`src/rtl/instr_fetch_mem.sv`:
```
// Clocked instruction memory with a valid/ready fetch port, 1-cycle read latency,
// PC fault flags, sticky HALT detection and a run-time load port.
module instr_fetch_mem #(
  parameter int          DATA_W  = 32,
  parameter int          ADDR_W  = 32,
  parameter int          DEPTH   = 64,
  parameter logic [5:0]  HALT_OP = 6'b111111,
  localparam int         LA_W    = (DEPTH > 1) ? $clog2(DEPTH) : 1
) (
  input  logic              clk,
  input  logic              rst,
  input  logic              load_en,
  input  logic [LA_W-1:0]   load_addr,
  input  logic [DATA_W-1:0] load_data,
  input  logic              req_valid,
  output logic              req_ready,
  input  logic [ADDR_W-1:0] req_pc,
  output logic              rsp_valid,
  input  logic              rsp_ready,
  output logic [DATA_W-1:0] rsp_instr,
  output logic [ADDR_W-1:0] rsp_pc,
  output logic [1:0]        rsp_fault,
  output logic              halted
);

  localparam logic [1:0]        FLT_OK    = 2'b00;
  localparam logic [1:0]        FLT_ALIGN = 2'b01;
  localparam logic [1:0]        FLT_RANGE = 2'b10;
  localparam logic [LA_W:0]     DEPTH_LA  = (LA_W+1)'(DEPTH);
  localparam logic [ADDR_W-1:0] DEPTH_PC  = ADDR_W'(DEPTH);

  logic [DATA_W-1:0] mem_q [DEPTH] = '{default: '0};

  logic              rsp_valid_q, rsp_valid_d;
  logic [DATA_W-1:0] rsp_instr_q, rsp_instr_d;
  logic [ADDR_W-1:0] rsp_pc_q,    rsp_pc_d;
  logic [1:0]        rsp_fault_q, rsp_fault_d;
  logic              halted_q,    halted_d;

  logic              accept, consume, halt_hit;
  logic [ADDR_W-1:0] word_idx;
  logic [1:0]        fault_code;
  logic [DATA_W-1:0] rd_word;

  // Address decode and fault classification; misalignment outranks range.
  always_comb begin
    word_idx   = req_pc >> 2;
    fault_code = FLT_OK;
    if (req_pc[1:0] != 2'b00)       fault_code = FLT_ALIGN;
    else if (word_idx >= DEPTH_PC)  fault_code = FLT_RANGE;
    rd_word = (fault_code == FLT_OK) ? mem_q[word_idx[LA_W-1:0]] : '0;
  end

  always_comb begin
    req_ready = !halted_q && (!rsp_valid_q || rsp_ready);
    accept    = req_valid && req_ready;
    consume   = rsp_valid_q && rsp_ready;
    halt_hit  = consume && (rsp_fault_q == FLT_OK) &&
                (rsp_instr_q[DATA_W-1 -: 6] == HALT_OP);

    rsp_valid_d = rsp_valid_q;
    rsp_instr_d = rsp_instr_q;
    rsp_pc_d    = rsp_pc_q;
    rsp_fault_d = rsp_fault_q;
    halted_d    = halted_q || halt_hit;

    // A consumed HALT freezes the port; a request offered alongside it is dropped.
    if (halt_hit) begin
      rsp_valid_d = 1'b0;
    end else if (accept) begin
      rsp_valid_d = 1'b1;
      rsp_instr_d = rd_word;
      rsp_pc_d    = req_pc;
      rsp_fault_d = fault_code;
    end else if (consume) begin
      rsp_valid_d = 1'b0;
    end
  end

  always_ff @(posedge clk) begin
    if (rst) begin
      rsp_valid_q <= 1'b0;
      rsp_instr_q <= '0;
      rsp_pc_q    <= '0;
      rsp_fault_q <= FLT_OK;
      halted_q    <= 1'b0;
    end else begin
      rsp_valid_q <= rsp_valid_d;
      rsp_instr_q <= rsp_instr_d;
      rsp_pc_q    <= rsp_pc_d;
      rsp_fault_q <= rsp_fault_d;
      halted_q    <= halted_d;
    end
  end

  // Load port is independent of reset; the read above sees the pre-write word.
  always_ff @(posedge clk) begin
    if (load_en && ({1'b0, load_addr} < DEPTH_LA)) begin
      mem_q[load_addr] <= load_data;
    end
  end

`ifndef SYNTHESIS
  always_ff @(posedge clk) begin
    if (!rst && consume) begin
      $display("ifm consume: pc=%h instr=%h code=%0d op=%b",
               rsp_pc_q, rsp_instr_q, rsp_fault_q, rsp_instr_q[DATA_W-1 -: 6]);
    end
  end
`endif

  assign rsp_valid = rsp_valid_q;
  assign rsp_instr = rsp_instr_q;
  assign rsp_pc    = rsp_pc_q;
  assign rsp_fault = rsp_fault_q;
  assign halted    = halted_q;

endmodule
```
`config.mk`:
```
export PLATFORM = sky130hd
export DESIGN_NAME = instr_fetch_mem
export DESIGN_NICKNAME = d
export VERILOG_FILES = /design/src/rtl/instr_fetch_mem.sv
export SDC_FILE = /design/constraint.sdc
export NUM_CORES = 2
export LEC_CHECK = 0
export CAP_MARGIN = 20
export CORE_MARGIN = 8
export CORE_UTILIZATION = 55
export DETAILED_ROUTE_END_ITERATION = 10
export HOLD_SLACK_MARGIN = 0.02
export PLACE_DENSITY_LB_ADDON = 0.12
export SLEW_MARGIN = 20
export SYNTH_ARGS = -nofsm -noshare
export SYNTH_HDL_FRONTEND = slang
export SYNTH_SLANG_ARGS = --single-unit
```
`constraint.sdc`:
```
create_clock -name clk -period 4.4 [get_ports clk]
set_input_delay 0.44 -clock clk [delete_from_list [all_inputs] [get_ports clk]]
set_output_delay 0.44 -clock clk [all_outputs]
set_load 0.005 [all_outputs]
```
---- Word level (Yosys, flattened, before mapping) ----
Memory sizes are Yosys's and may differ from the RTL's.
Cells that the tools add are included.
word-level totals
  input bits .............................. 75
  register bits after elaboration ......... 68
  word-level logic and storage cells ...... 31
  memories ................................ 1
  output and inout bits ................... 69
  bits in writable memories ............... 2048
cells by class
  equality and inequality tests ........... 1
  reductions and logical operators ........ 15
  bitwise logic cells ..................... 1
  mux-type cells .......................... 7
  magnitude comparators ................... 1
memory list
  name   depth  width  rd ports  clocked after Yosys merged registers in  write ports  line  source
  mem_q  64     32     1         0                                        1            32    logic [DATA_W-1:0] mem_q [DEPTH] = '{default: '0};
operator list
  cell                   count
  $mux W32               1
  $ge A30 B7 Y1 const B  1
  $eq A6 B6 Y1 const B   1
  $logic_and A1 B1 Y1    5
  $logic_not A2 Y1       2
  $mux W1                4
  $mux W2                2
  $reduce_bool A2 Y1     2
  $logic_not A1 Y1       2
  $logic_or A1 B1 Y1     2
  $reduce_and A2 Y1      1
  $reduce_or A2 Y1       1
  $not A1 Y1             1

---- Depth between registers and ports, before layout ----
  depth in word-level cells ............... 5
  depth in mapped cells ................... 11

---- Least setup slack after synthesis ----
Ideal clock, no wire load.
  kind .................................... input-to-reg
  start point ............................. input load_addr[5]
  end point ............................... memory mem_q[48][0], enable pin
  setup slack ............................. 0.613 ns
  stages .................................. 4
  required time ........................... 3.939 ns
  setup time .............................. 0.461 ns
  arrival ................................. 3.326 ns
  cells stage by stage .................... clkbuf_1 > nand3_1 > or3_1 > nor3_1
RTL lines
  element             line  source
  start: declaration  13    input logic [LA_W-1:0] load_addr,
  end: declaration    32
Straight into the memory's write port.

---- Worst setup path in the final report ----
  start point ............................. register rsp_instr_q[29] (netlist: rsp_instr[29])
  end point ............................... register rsp_instr_q[3] (netlist: rsp_instr[3])
on the way
  longest elaborated chain between the ends .. 4
ends and longest elaborated chain
  element                             line  source
  start: declaration                  35    logic [DATA_W-1:0] rsp_instr_q, rsp_instr_d;
  start signal: assignment            89    rsp_instr_q <= rsp_instr_d;
  $eq A6 B6 Y1                        59    (rsp_instr_q[DATA_W-1 -: 6] == HALT_OP);
  $logic_and A1 B1 Y1                 58    halt_hit = consume && (rsp_fault_q == FLT_OK) &&
  $not A1 Y1 (no source line)         --
  $reduce_and A2 Y1 (no source line)  --
Every way passes these cells.
A chain may end at the register's enable or synchronous reset.

==> out/results.ini <==
[setup_path]
timing.rr.start=rsp_instr[29]
reg2reg_setup_slack_ns=1.16
cpMaxStageDelayCell=or4_1
cpMostUsedCell=and3_1
end_kind=flop
rr_endpoint=rsp_instr[3]
cp-endpoint=rsp_instr[3]
reg2regPathDepth=7
cp.depth=7
cp-start-kind=flop
cp_data_arrival_time_ns=3.94
cpPeakStageDelay_ns=0.64
crit_type=reg2reg
path_buf_inv=1
path_delay_family=simple AND/OR/NAND/NOR gates
cp.required_ns=5.10
critPathLaunch=rsp_instr[29]
path_cells=nand4_1 > or4_1 > and3_1 > and3_1 > buf_4 > a32oi_1 > o21ai_1
worstPathMaxFanout=15

[global_routing]
grt_pass1_vias=40513
antenna_found_initial=7
grt_max_degree=79
grt_usage_pct=26.8
overflow=0
grt_pass1_wl_um=303000

[logic_synthesis]
synthArstFlopShare_pct=0
synthTopCellsByArea=edfxtp_1, mux4_2, mux2i_1
yosysWarnings=0
synth_cell_types=58
ys.flop_type=edfxtp_1
synthCells=3756
synth.top_cell.area_share_pct=76.2
synth_edf_count=2048
syn_nets=3831
seq_area_frac_synth_pct=77.8
ys_ff_latch=2116
syn_avg_cell_area_um2=21.5
synth_area_um2=80800
yosysTopAreaCell=edfxtp_1

[layout]
layout_common_cells=edfxtp_1, mux4_2, clkbuf_16
layout_commonest_cell=edfxtp_1
drive_above_1_share_pct=26.0
areaGrowthSynthToFinish_pct=14.7
nets=4217

[clock_network]
postCtsSetupRepairBufs=0
cts.clk_slew.worst_paths_ns=0.06
cts.sinks=2116
tritoncts=yes
insertion_delay_ns=0.83
cts_buffers=204
cts-root-buf=clkbuf_16
cts_buffer_depth=3
htreeDepth=4

[die]
die-area_um2=159000
coreArea_um2=146000
io-pin-count=144
initial_core_util_pct=55.4
die_y_um=399
rows=140
die_x_um=399

[detailed_routing]
dr.pass1.iters=6
wire_per_inst_um=34.2
drc_errors=0
top_layer=met5
dr_wl_met3_um=23800
antenna_left=0
met2_length_um=100000
via_count=40836
wl_met1_um=85200
wirelength_um=214000
first_iter_violations=5044
routed_via_density=6.54

[power_and_ir_drop]
peakVddDrop_mv=0.341
power_density_nw_per_um2=447
p_leak_nw=29.3

[sta]
worst_hold_slack_ns=0.151
period_share_pct=73.7
rsz0062_at_grt=false
finalSetupViolCount=0
fin_skew_ns=0.0255
setup_slack_ns=1.16
final-max-slew-violation-count=0
hold_viol_final=0
worst_pin_slew_ns=1.11
tns_ns=0
timing.final.crit_period_ns=3.24
max_slew_margin_pct=25.8
fmax_mhz=308

[outcome]
status=complete, no violations

[placement]
dp_slack_ns=0.812
hpwlAfterDp_um=131000
globalplace.congestion=0.865
numPortBuffers=143

[run]
cap_viol_max_count=0

[worst_hold_path]
worstHoldPathType=in2reg
min_path_cells=1

[metrics by stage]
step | instance area [um2] | cells | total power, mW | util, %
after global routing | 92600 | 6242 | 42.5 | 63.6
after floorplan | 80800 | 3756 | 23.8 | -
after detailed placement | 86000 | 5849 | 24.9 | 59.0
after global placement | 86000 | 5849 | 24.8 | 59.0
after CTS | 92600 | 6241 | 41.7 | 63.5
final | 92600 | 6244 | 41.4 | 63.6
[sequential cells by signal (all words and copies together) (netlist names)]
| register | cells |
|---|---|
| mem_q | 2048 |
| rsp_instr | 32 |
| rsp_pc | 32 |
| rsp_fault | 2 |
| halted | 1 |
| rsp_valid | 1 |
[synthesized netlist by cell type (3+ instances only)]
cell       instances
buf_2             76
a32oi_1           11
nor2_1           106
nor2b_1           20
mux2_2            11
o221ai_1          13
inv_1              4
a22oi_1           84
o21ai_0           10
o211ai_1           5
a31oi_1            8
nor3b_1            3
or3_1              5
o22ai_1           45
o21ai_1           23
and2_1             7
nand3b_1           3
nand2b_1          15
nand2_1          180
and3b_1            3
a211oi_1          11
edfxtp_1        2048
nand4_1           10
or2_2              5
a21oi_1           70
a41oi_1            7
dfxtp_1           68
mux4_2           468
a22o_1            19
and3_1             8
nor4_1            15
o2111ai_1          4
clkbuf_1          52
buf_6             25
a221oi_1          11
a32o_1             3
a2111oi_0          6
a21o_1             4
nor3_1            21
buf_1             10
mux2i_1          161
buf_4             38
nand3_1           40
[power by group]
part           switching [mW]  leakage (nW)  internal (mW)
clock network            7.46          3.16           9.56
logic                    1.37          7.17          0.783
registers              0.0378          19.0           22.2
total                    8.87          29.3           32.6
[what timing repair did]
item | in CTS | in global routing
hold buffers | 4 | 0
resized for setup | 0 | 0
hold endpoints to repair | 51 | 0
[cell type report]
class                           instances  area, um2
Antenna cell                            3       7.51
Clock buffer                          266       5510
Clock inverter                        122       1010
Fill cell                            9846      53100
Inverter                                5       18.8
Multi-Input combinational cell       1434      17200
Sequential cell                      2116      62900
Tap cell                             1917       2400
Timing Repair Buffer                  381       3640
[cell families (layout without fill, tap and decap cells)]
kind of cell / after synthesis / in the layout / share of synthesized area, %
DFF: 2116 / 2116 / 77.8
and+or+nand+nor: 452 / 452 / 2.57
buffers and inverters: 206 / 774 / 1.48
muxes: 640 / 640 / 15.2
AOI/OAI and AO/OA: 342 / 342 / 2.91
other: 0 / 3 / 0
[worst min-delay path by stage]
stage	from	to	slack, ns
global route	load_data[30]	mem_q[51][30]	0.15
finish	load_data[31]	mem_q[6][31]	0.15
CTS	req_pc[22]	rsp_pc[22]	0.13
floorplan	rsp_instr[11]	rsp_instr[11]	0.43
detailed placement	rsp_pc[15]	rsp_pc[15]	0.45
global placement	rsp_pc[0]	rsp_pc[0]	0.44
[layer usage]
metal,up-vias,global-route usage (%)
met3,283,6.86
li1,16574,-
met2,2178,41.8
met1,21797,39.0
met4,4,5.84
met5,-,0
Power figures use the tool's default switching activity.
